--- src/rtl/pipeline_defs.sv ---
// Shared pipeline definitions: opcodes, special register numbers and
// instruction field positions used by the decode and writeback stages.
package pipeline_defs;

    // Opcode field values (insn[31:27])
    localparam logic [4:0] OP_RTYPE = 5'b00000;
    localparam logic [4:0] OP_BNE   = 5'b00010;
    localparam logic [4:0] OP_JAL   = 5'b00011;
    localparam logic [4:0] OP_JR    = 5'b00100;
    localparam logic [4:0] OP_BLT   = 5'b00110;
    localparam logic [4:0] OP_SW    = 5'b00111;
    localparam logic [4:0] OP_LW    = 5'b01000;
    localparam logic [4:0] OP_SETX  = 5'b10101;
    localparam logic [4:0] OP_BEX   = 5'b10110;

    // Architecturally special registers
    localparam logic [4:0] REG_ZERO    = 5'd0;
    localparam logic [4:0] REG_RSTATUS = 5'd30;
    localparam logic [4:0] REG_RA      = 5'd31;

    // Instruction field bit positions
    localparam int OPC_HI = 31;
    localparam int OPC_LO = 27;
    localparam int RD_HI  = 26;
    localparam int RD_LO  = 22;
    localparam int RS_HI  = 21;
    localparam int RS_LO  = 17;
    localparam int RT_HI  = 16;
    localparam int RT_LO  = 12;

endpackage

--- src/rtl/decode_read_sel.sv ---
// Register-read address selection: maps an opcode and its register fields
// onto the two regfile read ports and flags which ports carry a real source.
module decode_read_sel
    import pipeline_defs::*;
(
    input  logic [4:0] opcode,
    input  logic [4:0] rd,
    input  logic [4:0] rs,
    input  logic [4:0] rt,
    output logic [4:0] ctrl_readRegA,
    output logic [4:0] ctrl_readRegB,
    output logic       use_a,
    output logic       use_b
);

    // Pick read addresses by instruction class; unused ports read $r0
    always_comb begin
        ctrl_readRegA = rs;
        ctrl_readRegB = REG_ZERO;
        use_a         = 1'b1;
        use_b         = 1'b0;
        case (opcode)
            OP_RTYPE: begin
                ctrl_readRegB = rt;
                use_b         = 1'b1;
            end
            OP_SW, OP_BNE, OP_BLT: begin
                ctrl_readRegB = rd;
                use_b         = 1'b1;
            end
            OP_JR: begin
                ctrl_readRegA = rd;
            end
            OP_BEX: begin
                ctrl_readRegA = REG_RSTATUS;
            end
            OP_JAL, OP_SETX: begin
                ctrl_readRegA = rs;
            end
            default: begin
                ctrl_readRegA = rs;
            end
        endcase
    end

endmodule

--- src/rtl/decode_read_stage.sv ---
// Decode/operand-read stage: drives regfile read ports, applies writeback
// write-through and $r0 forcing, inserts load-use bubbles, honours hold and
// flush, and registers the result into the D/X pipeline register.
// Optional macro DECODE_STALL_CNT_EN adds a saturating load-use stall counter.
module decode_read_stage
    import pipeline_defs::*;
#(
    parameter int          DATA_W   = 32,
    parameter logic [31:0] NOP_INSN = 32'h0000_0000,
    parameter int          CNT_W    = 16
)
(
    input  logic              clock,
    input  logic              reset,
    input  logic [31:0]       fd_insn,
    input  logic [DATA_W-1:0] fd_pc,
    input  logic              fd_valid,
    output logic [4:0]        ctrl_readRegA,
    output logic [4:0]        ctrl_readRegB,
    input  logic [DATA_W-1:0] data_readRegA,
    input  logic [DATA_W-1:0] data_readRegB,
    input  logic              wb_writeEnable,
    input  logic [4:0]        wb_writeReg,
    input  logic [DATA_W-1:0] wb_data,
    input  logic              hold,
    input  logic              flush,
    output logic [31:0]       dx_insn,
    output logic [DATA_W-1:0] dx_pc,
    output logic [DATA_W-1:0] dx_a,
    output logic [DATA_W-1:0] dx_b,
    output logic              dx_valid,
`ifdef DECODE_STALL_CNT_EN
    output logic [CNT_W-1:0]  stall_count,
`endif
    output logic              stall_fd
);

    logic              use_a;
    logic              use_b;
    logic [DATA_W-1:0] operand_a;
    logic [DATA_W-1:0] operand_b;
    logic [4:0]        dx_opcode;
    logic [4:0]        dx_rd;
    logic              load_use;
    logic              take_bubble;

    decode_read_sel u_sel (
        .opcode        (fd_insn[OPC_HI:OPC_LO]),
        .rd            (fd_insn[RD_HI:RD_LO]),
        .rs            (fd_insn[RS_HI:RS_LO]),
        .rt            (fd_insn[RT_HI:RT_LO]),
        .ctrl_readRegA (ctrl_readRegA),
        .ctrl_readRegB (ctrl_readRegB),
        .use_a         (use_a),
        .use_b         (use_b)
    );

    assign dx_opcode = dx_insn[OPC_HI:OPC_LO];
    assign dx_rd     = dx_insn[RD_HI:RD_LO];

    // Operand muxes: $r0 reads as zero, a same-cycle writeback wins over the regfile
    always_comb begin
        operand_a = data_readRegA;
        operand_b = data_readRegB;
        if (ctrl_readRegA == REG_ZERO) begin
            operand_a = '0;
        end else if (wb_writeEnable && (wb_writeReg == ctrl_readRegA)) begin
            operand_a = wb_data;
        end
        if (ctrl_readRegB == REG_ZERO) begin
            operand_b = '0;
        end else if (wb_writeEnable && (wb_writeReg == ctrl_readRegB)) begin
            operand_b = wb_data;
        end
    end

    // A lw in D/X whose destination is a real source of fd_insn cannot be bypassed yet
    always_comb begin
        load_use = 1'b0;
        if (fd_valid && dx_valid && (dx_opcode == OP_LW) && (dx_rd != REG_ZERO)) begin
            load_use = (use_a && (ctrl_readRegA == dx_rd)) ||
                       (use_b && (ctrl_readRegB == dx_rd));
        end
    end

    assign stall_fd    = hold || (!flush && load_use);
    assign take_bubble = flush || load_use || !fd_valid;

    // D/X register: hold freezes it, otherwise load a bubble or the decoded instruction
    always_ff @(posedge clock or posedge reset) begin
        if (reset) begin
            dx_insn  <= NOP_INSN;
            dx_pc    <= '0;
            dx_a     <= '0;
            dx_b     <= '0;
            dx_valid <= 1'b0;
        end else if (!hold) begin
            if (take_bubble) begin
                dx_insn  <= NOP_INSN;
                dx_pc    <= '0;
                dx_a     <= '0;
                dx_b     <= '0;
                dx_valid <= 1'b0;
            end else begin
                dx_insn  <= fd_insn;
                dx_pc    <= fd_pc;
                dx_a     <= operand_a;
                dx_b     <= operand_b;
                dx_valid <= 1'b1;
            end
        end
    end

`ifdef DECODE_STALL_CNT_EN
    // Count inserted load-use bubbles, saturating at all-ones
    always_ff @(posedge clock or posedge reset) begin
        if (reset) begin
            stall_count <= '0;
        end else if (!hold && !flush && load_use && (stall_count != '1)) begin
            stall_count <= stall_count + CNT_W'(1);
        end
    end
`endif

endmodule

--- config.mk ---
export PLATFORM = sky130hd
export DESIGN_NAME = decode_read_stage
export DESIGN_NICKNAME = d
export VERILOG_FILES = /design/src/rtl/pipeline_defs.sv /design/src/rtl/decode_read_sel.sv /design/src/rtl/decode_read_stage.sv
export SDC_FILE = /design/constraint.sdc
export NUM_CORES = 1
export LEC_CHECK = 0
export ABC_AREA = 1
export CAP_MARGIN = 15
export CORE_AREA = 2 2 172 106
export CTS_CLUSTER_SIZE = 40
export DETAILED_ROUTE_END_ITERATION = 10
export DIE_AREA = 0 0 174 108
export DONT_BUFFER_PORTS = 1
export HOLD_SLACK_MARGIN = 0.1
export PLACE_DENSITY_LB_ADDON = 0.12
export SETUP_SLACK_MARGIN = 0.02
export SYNTH_ARGS = -nofsm -noshare
export SYNTH_HDL_FRONTEND = slang
export SYNTH_SLANG_ARGS = --single-unit
export TNS_END_PERCENT = 5
--- constraint.sdc ---
create_clock -name clock -period 4.75 [get_ports clock]
set_input_delay 1.425 -clock clock [delete_from_list [all_inputs] [get_ports clock]]
set_output_delay 1.425 -clock clock [all_outputs]
set_load 0.02 [all_outputs]
## After elaboration in Yosys (flattened, before gate mapping)

Index checks and enable logic that the tools add are counted.

| storage, ports and cells | value |
|---|---|
| register bits after elaboration | 129 |
| bits in latches | 0 |
| memory bits (writable) | 0 |
| ROM bits | 0 |
| input bits | 171 |
| output and inout bits | 140 |
| word-level logic and storage cells | 47 |
| memories | 0 |

| cells by class | value |
|---|---|
| add/subtract/negate cells | 0 |
| multipliers | 0 |
| divide/modulo/power cells | 0 |
| magnitude comparators | 0 |
| equality and inequality tests | 10 |
| shifts and indexed selects | 0 |
| muxes and demuxes | 13 |
| bitwise logic cells | 0 |
| reduce and logical (&&, ||, !) cells | 19 |

Operator list:

| kind | count |
|---|---|
| $mux W32 | 8 |
| $eq A5 B5 Y1 | 4 |
| $pmux W5 S2 | 2 |
| $eq A5 B3 Y1 const B | 3 |
| $logic_not A5 Y1 | 3 |
| $logic_and A1 B1 Y1 | 7 |
| $eq A5 B2 Y1 const B | 1 |
| $eq A5 B4 Y1 const B | 1 |
| $eq A5 B5 Y1 const B | 1 |
| $reduce_bool A5 Y1 | 1 |
| $logic_or A1 B1 Y1 | 4 |
| $reduce_or A4 Y1 | 1 |
| $mux W1 | 3 |
| $reduce_or A3 Y1 | 1 |
| $logic_not A1 Y1 | 2 |

## Longest topological paths before layout

| logic depth | value |
|---|---|
| depth in word-level cells | 10 |
| depth in mapped cells | 16 |

## Cells and area by module

From an unflattened synthesis, not the netlist that was laid out.

| second synthesis, totals | value |
|---|---|
| cell total of the unflattened synthesis | 1044 |
| area total of the unflattened synthesis | 6796.5 um^2 |

By module, submodules not included:

| module | times used | cells an instance | area each (um^2) | sequential area each (um^2) |
|---|---|---|---|---|
| decode_read_stage | 1 | 993 | 6571.3 | 3228.1 |
| decode_read_sel | 1 | 51 | 225.2 | 0.0 |

## Least setup slack after synthesis

Ideal clock, no wire load.

| timing path | value |
|---|---|
| kind | in2out |
| from | input port fd_insn[28] |
| to | output port stall_fd |
| data arrival time | 3074 ps |
| data required time | 3325 ps |
| slack | 251 ps |
| stages on the path | 12 |
| path buffers | 1 |
| cells stage by stage | buf_4 nor2_4 nand3_2 nand3_1 nand2_2 nand2_1 nand2_1 nor2_1 nand3_1 nand2_1 nand2_1 o21ai_0 |

RTL lines:

| item | RTL line | text |
|---|---|---|
| start, declared | decode_read_stage.sv:15 | `input logic [31:0] fd_insn,` |
| $eq A5 B5 Y1 or $eq A5 B3 Y1 (tied branches) | decode_read_sel.sv:22 | `case (opcode)` |
| $pmux W5 S2 (*) | decode_read_sel.sv:22 |  |
| net ctrl_readRegA[0] | decode_read_stage.sv:18 | `output logic [4:0] ctrl_readRegA,` |
| $eq A5 B5 Y1 (*) | decode_read_stage.sv:81 | `load_use = (use_a && (ctrl_readRegA == dx_rd)) \|\|` |
| $logic_or A1 B1 Y1 (*) | decode_read_stage.sv:81 |  |
| $mux W1 (*) | decode_read_stage.sv:80 | `if (fd_valid && dx_valid && (dx_opcode == OP_LW) && (dx_rd != REG_ZERO)) begin` |
| $logic_and A1 B1 Y1 (*) | decode_read_stage.sv:86 | `assign stall_fd = hold \|\| (!flush && load_use);` |
| $logic_or A1 B1 Y1 (*) | decode_read_stage.sv:86 |  |
| end, declared | decode_read_stage.sv:35 | `output logic stall_fd` |

The timed path passes the listed nets; every way through them passes the cells marked *.

## Worst setup path in the final report

| timing path | value |
|---|---|
| from | input port fd_insn[30] |
| to | output port stall_fd |

| on the way | value |
|---|---|
| word-level cells in the longest chain between the ends | 9 |

Ends and longest elaborated chain:

| item | RTL line | text |
|---|---|---|
| $eq A5 B3 Y1 or $eq A5 B2 Y1 (tied branches) | decode_read_sel.sv:22 |  |
| $reduce_or A3 Y1 | decode_read_sel.sv:22 |  |
| $pmux W5 S2 | decode_read_sel.sv:22 |  |
| $eq A5 B5 Y1 | decode_read_stage.sv:82 | `(use_b && (ctrl_readRegB == dx_rd));` |
| $logic_and A1 B1 Y1 | decode_read_stage.sv:82 |  |
| $logic_or A1 B1 Y1 (*) | decode_read_stage.sv:81 |  |
| $mux W1 (*) | decode_read_stage.sv:80 |  |
| $logic_and A1 B1 Y1 (*) | decode_read_stage.sv:86 |  |
| $logic_or A1 B1 Y1 (*) | decode_read_stage.sv:86 |  |

Mark *: on every way between the ends. The rest lies on a longest branch, timed or not.

==> reports/metrics.csv <==
metric,value,unit
outcome,finished clean,
die-height,108,µm
multi_input_comb_area,2980,µm²
routabilityCongestion,0.897,
stdcell_count,1253,
met1_length,9850,µm
cts_hold_buffers,0,
distinct_cell_type_count_after_synthesis,24,
syn_std_cell_area,6780,µm²
final-max-slew-violation-count,0,
yosys.area_share.xor_xnor,0.00388,
cellPowerDensity,377,nW/µm²
worstMarginPinSlew,0.820,ns
cts.clk_slew.worst_paths,0.06,ns
final_layout_size_suffix_gt1_frac,0.0569,
seqCellArea,3230,µm²
ys_warn_count,0,
post_cts_buffers,0,
max_slew_margin,0.452,
compound_gate_portion_of_the_synthesized_area,0.0142,
synth.yosys.seq_area_share,0.476,
port_buffers,0,
drt_drc_violations_left,0,
vdd.ir_drop.worst,0.209,mV
power.static_leakage,4.66,nW
area_delta_synth_final,12.3,%
post-dp-hpwl,14700,µm
cts_tree,built,
initial_antenna_violation_count,0,
grt_start_max_net_pins,132,
starting_density,0.398,
met3_length,2090,µm
synth_top_area_frac,0.476,
maxCapViolations,0,
start_kind,primary input,
num_antenna_cells,0,
clock_sinks,129,
wl_per_cell,16.8,µm
overflow,0,
min-delay-path-class,reg -> reg,
placeableCoreArea,17000,µm²
fp.dieW,174,µm
sum_of_met2_wire_segment_lengths_after_detailed_routing,9010,µm
setup_viol,0,
detailroute.via_count,5945,
avgViaCountPerCell,4.74,
synth_top_family_by_area,simple AND/OR/NAND/NOR gates,
cp_data_required_time,3.32,ns
rsz_0062_raised_after_global_routing,no,
timing.critical_path.to_type,output pin,
layout.cells.most_common,sky130_fd_sc_hd__nand2_1,
clk-insertion-delay-late,0.42,ns
timing_worst_setup_path_type,in -> out,
max_freq,221,MHz
drt-initial-drc-count,521,
tns,0,ns
cts_root_buf,sky130_fd_sc_hd__clkbuf_16,
cts_buffer_depth,2,
num_rows,37,
fin_crit,4.52,ns
grt_util_all_layers,0.224,
worst_clock_skew,0.0130,ns
arrival_time_at_the_worst_endpoint,3.09,ns
most-common-layout-cells,"539 x sky130_fd_sc_hd__nand2_1, 146 x sky130_fd_sc_hd__nor2_1, 129 x sky130_fd_sc_hd__dfrtp_1, 90 x sky130_fd_sc_hd__inv_1, 18 x sky130_fd_sc_hd__nand3_1",
antenna_violating_nets_post_route,0,
postSynthAreaPerCell,6.63,µm²
synth_mux_area_frac,0,
cts-buffers-inserted,17,
syn_nets,1193,
io_pins,311,
die-area,18800,µm²
synth-seq-cells,129,
cts_resized,0,
timing.final.hold_violations,0,
first_pass_grt_wire_length,32400,µm
synth_adder_area_share,0,
path_max_fanout,6,
top_layer,met4,
firstDrtPassIters,5,
cts_max_level,4,
finalWirelength,21100,µm
synthDominantAreaCellType,sky130_fd_sc_hd__dfrtp_1,
synthesis.instances,1022,
grt_pass1_vias,5578,
synth.area.top_cells,"sky130_fd_sc_hd__dfrtp_1 48%, sky130_fd_sc_hd__nand2_1 30%, sky130_fd_sc_hd__nor2_1 8.1%",
fillerInstances,1824,
placed_cells_incl_taps,1221,
layout_worst_path_cycle_share,0.951,
post_layout_net_count,1177,
synthSimpleGateAreaFrac,0.419,
==> Yosys cell counts <==
cell	instances
sky130_fd_sc_hd__nand4_1	12
sky130_fd_sc_hd__clkbuf_1	24
sky130_fd_sc_hd__inv_1	91
sky130_fd_sc_hd__nor3_1	3
sky130_fd_sc_hd__nor2_4	1
sky130_fd_sc_hd__nor2_2	1
sky130_fd_sc_hd__nor4_1	1
sky130_fd_sc_hd__buf_6	3
sky130_fd_sc_hd__dfrtp_1	129
sky130_fd_sc_hd__nand3b_1	2
sky130_fd_sc_hd__buf_2	19
sky130_fd_sc_hd__a21oi_4	1
sky130_fd_sc_hd__nand3_2	2
sky130_fd_sc_hd__nand2_1	541
sky130_fd_sc_hd__nand3_1	20
sky130_fd_sc_hd__nor3b_1	1
sky130_fd_sc_hd__inv_2	3
sky130_fd_sc_hd__o21ai_1	1
sky130_fd_sc_hd__buf_4	2
sky130_fd_sc_hd__o21ai_0	13
sky130_fd_sc_hd__nand2_2	1
sky130_fd_sc_hd__a21oi_1	2
sky130_fd_sc_hd__nor2_1	146
sky130_fd_sc_hd__xor2_1	3
==> where the power goes <==
part           switching, W  internal (W)
Clock              0.000523      0.000834
Combinational      0.000161     0.0000764
Sequential         0.000121       0.00115
==> cells by family after synthesis <==
family | count (synthesis)
flops | 129
compound gates | 17
xor+xnor | 3
simple gates | 731
buf+inv | 142
==> critical path, cell delays in order <==
cell and delay, ns:
sky130_fd_sc_hd__nor2_2 0.20, sky130_fd_sc_hd__nand3_2 0.22, sky130_fd_sc_hd__inv_2 0.17, sky130_fd_sc_hd__nand2_1 0.08, sky130_fd_sc_hd__nand2_1 0.17, sky130_fd_sc_hd__xor2_1 0.17, sky130_fd_sc_hd__nand3_1 0.09, sky130_fd_sc_hd__nand2_1 0.13
sky130_fd_sc_hd__nand2_1 0.08, sky130_fd_sc_hd__o21ai_0 0.19, sky130_fd_sc_hd__buf_4 0.18
==> flip-flops by register name, indices dropped and copies added, names as in the netlist <==
| signal | count |
|---|---|
| dx_a | 32 |
| dx_b | 32 |
| dx_insn | 32 |
| dx_pc | 32 |
| dx_valid | 1 |
==> through the flow <==
stage / instance area, µm² / hold slack [ns] / total power (W) / util / setup slack, ns
2_1_floorplan: 6780 / 0.589 / 0.00148 / - / 0.251
3_3_place_gp: 7000 / 0.600 / 0.00153 / 0.411 / 0.288
3_5_place_dp: 7000 / 0.602 / 0.00153 / 0.411 / 0.259
4_1_cts: 7600 / 0.620 / 0.00291 / 0.446 / 0.251
5_1_grt: 7610 / 0.636 / 0.00300 / 0.447 / 0.0365
6_report: 7610 / 0.617 / 0.00287 / 0.447 / 0.232
==> cell type report <==
| type | count | area share |
|---|---|---|
| Tap cell | 234 | 0.0385 |
| Clock buffer | 18 | 0.0564 |
| Sequential cell | 129 | 0.424 |
| Timing Repair Buffer | 13 | 0.0194 |
| Clock inverter | 14 | 0.0232 |
| Inverter | 94 | 0.0469 |
| Multi-Input combinational cell | 751 | 0.391 |
==> per-layer routing <==
layer	GRT usage	up-vias
met2	0.330	225
li1	-	3000
met4	0.0474	0
met5	0	-
met3	0.0932	9
met1	0.310	2711
==> path summary, 6_finish.rpt <==
path	from	end	slack, ns	depth (start not counted)
worst max register to register	dx_insn[22]	dx_pc[3]	2.27	6
worst max-delay path	fd_insn[30]	stall_fd	0.23	11
worst min-delay path	dx_insn[7]	dx_insn[7]	0.62	2
worst min register to register	dx_insn[7]	dx_insn[7]	0.62	2
min in group asynchronous	reset	dx_pc[28]	0.90	1
max in group asynchronous	reset	dx_a[27]	3.04	2
(Power assumes the default switching activity.)
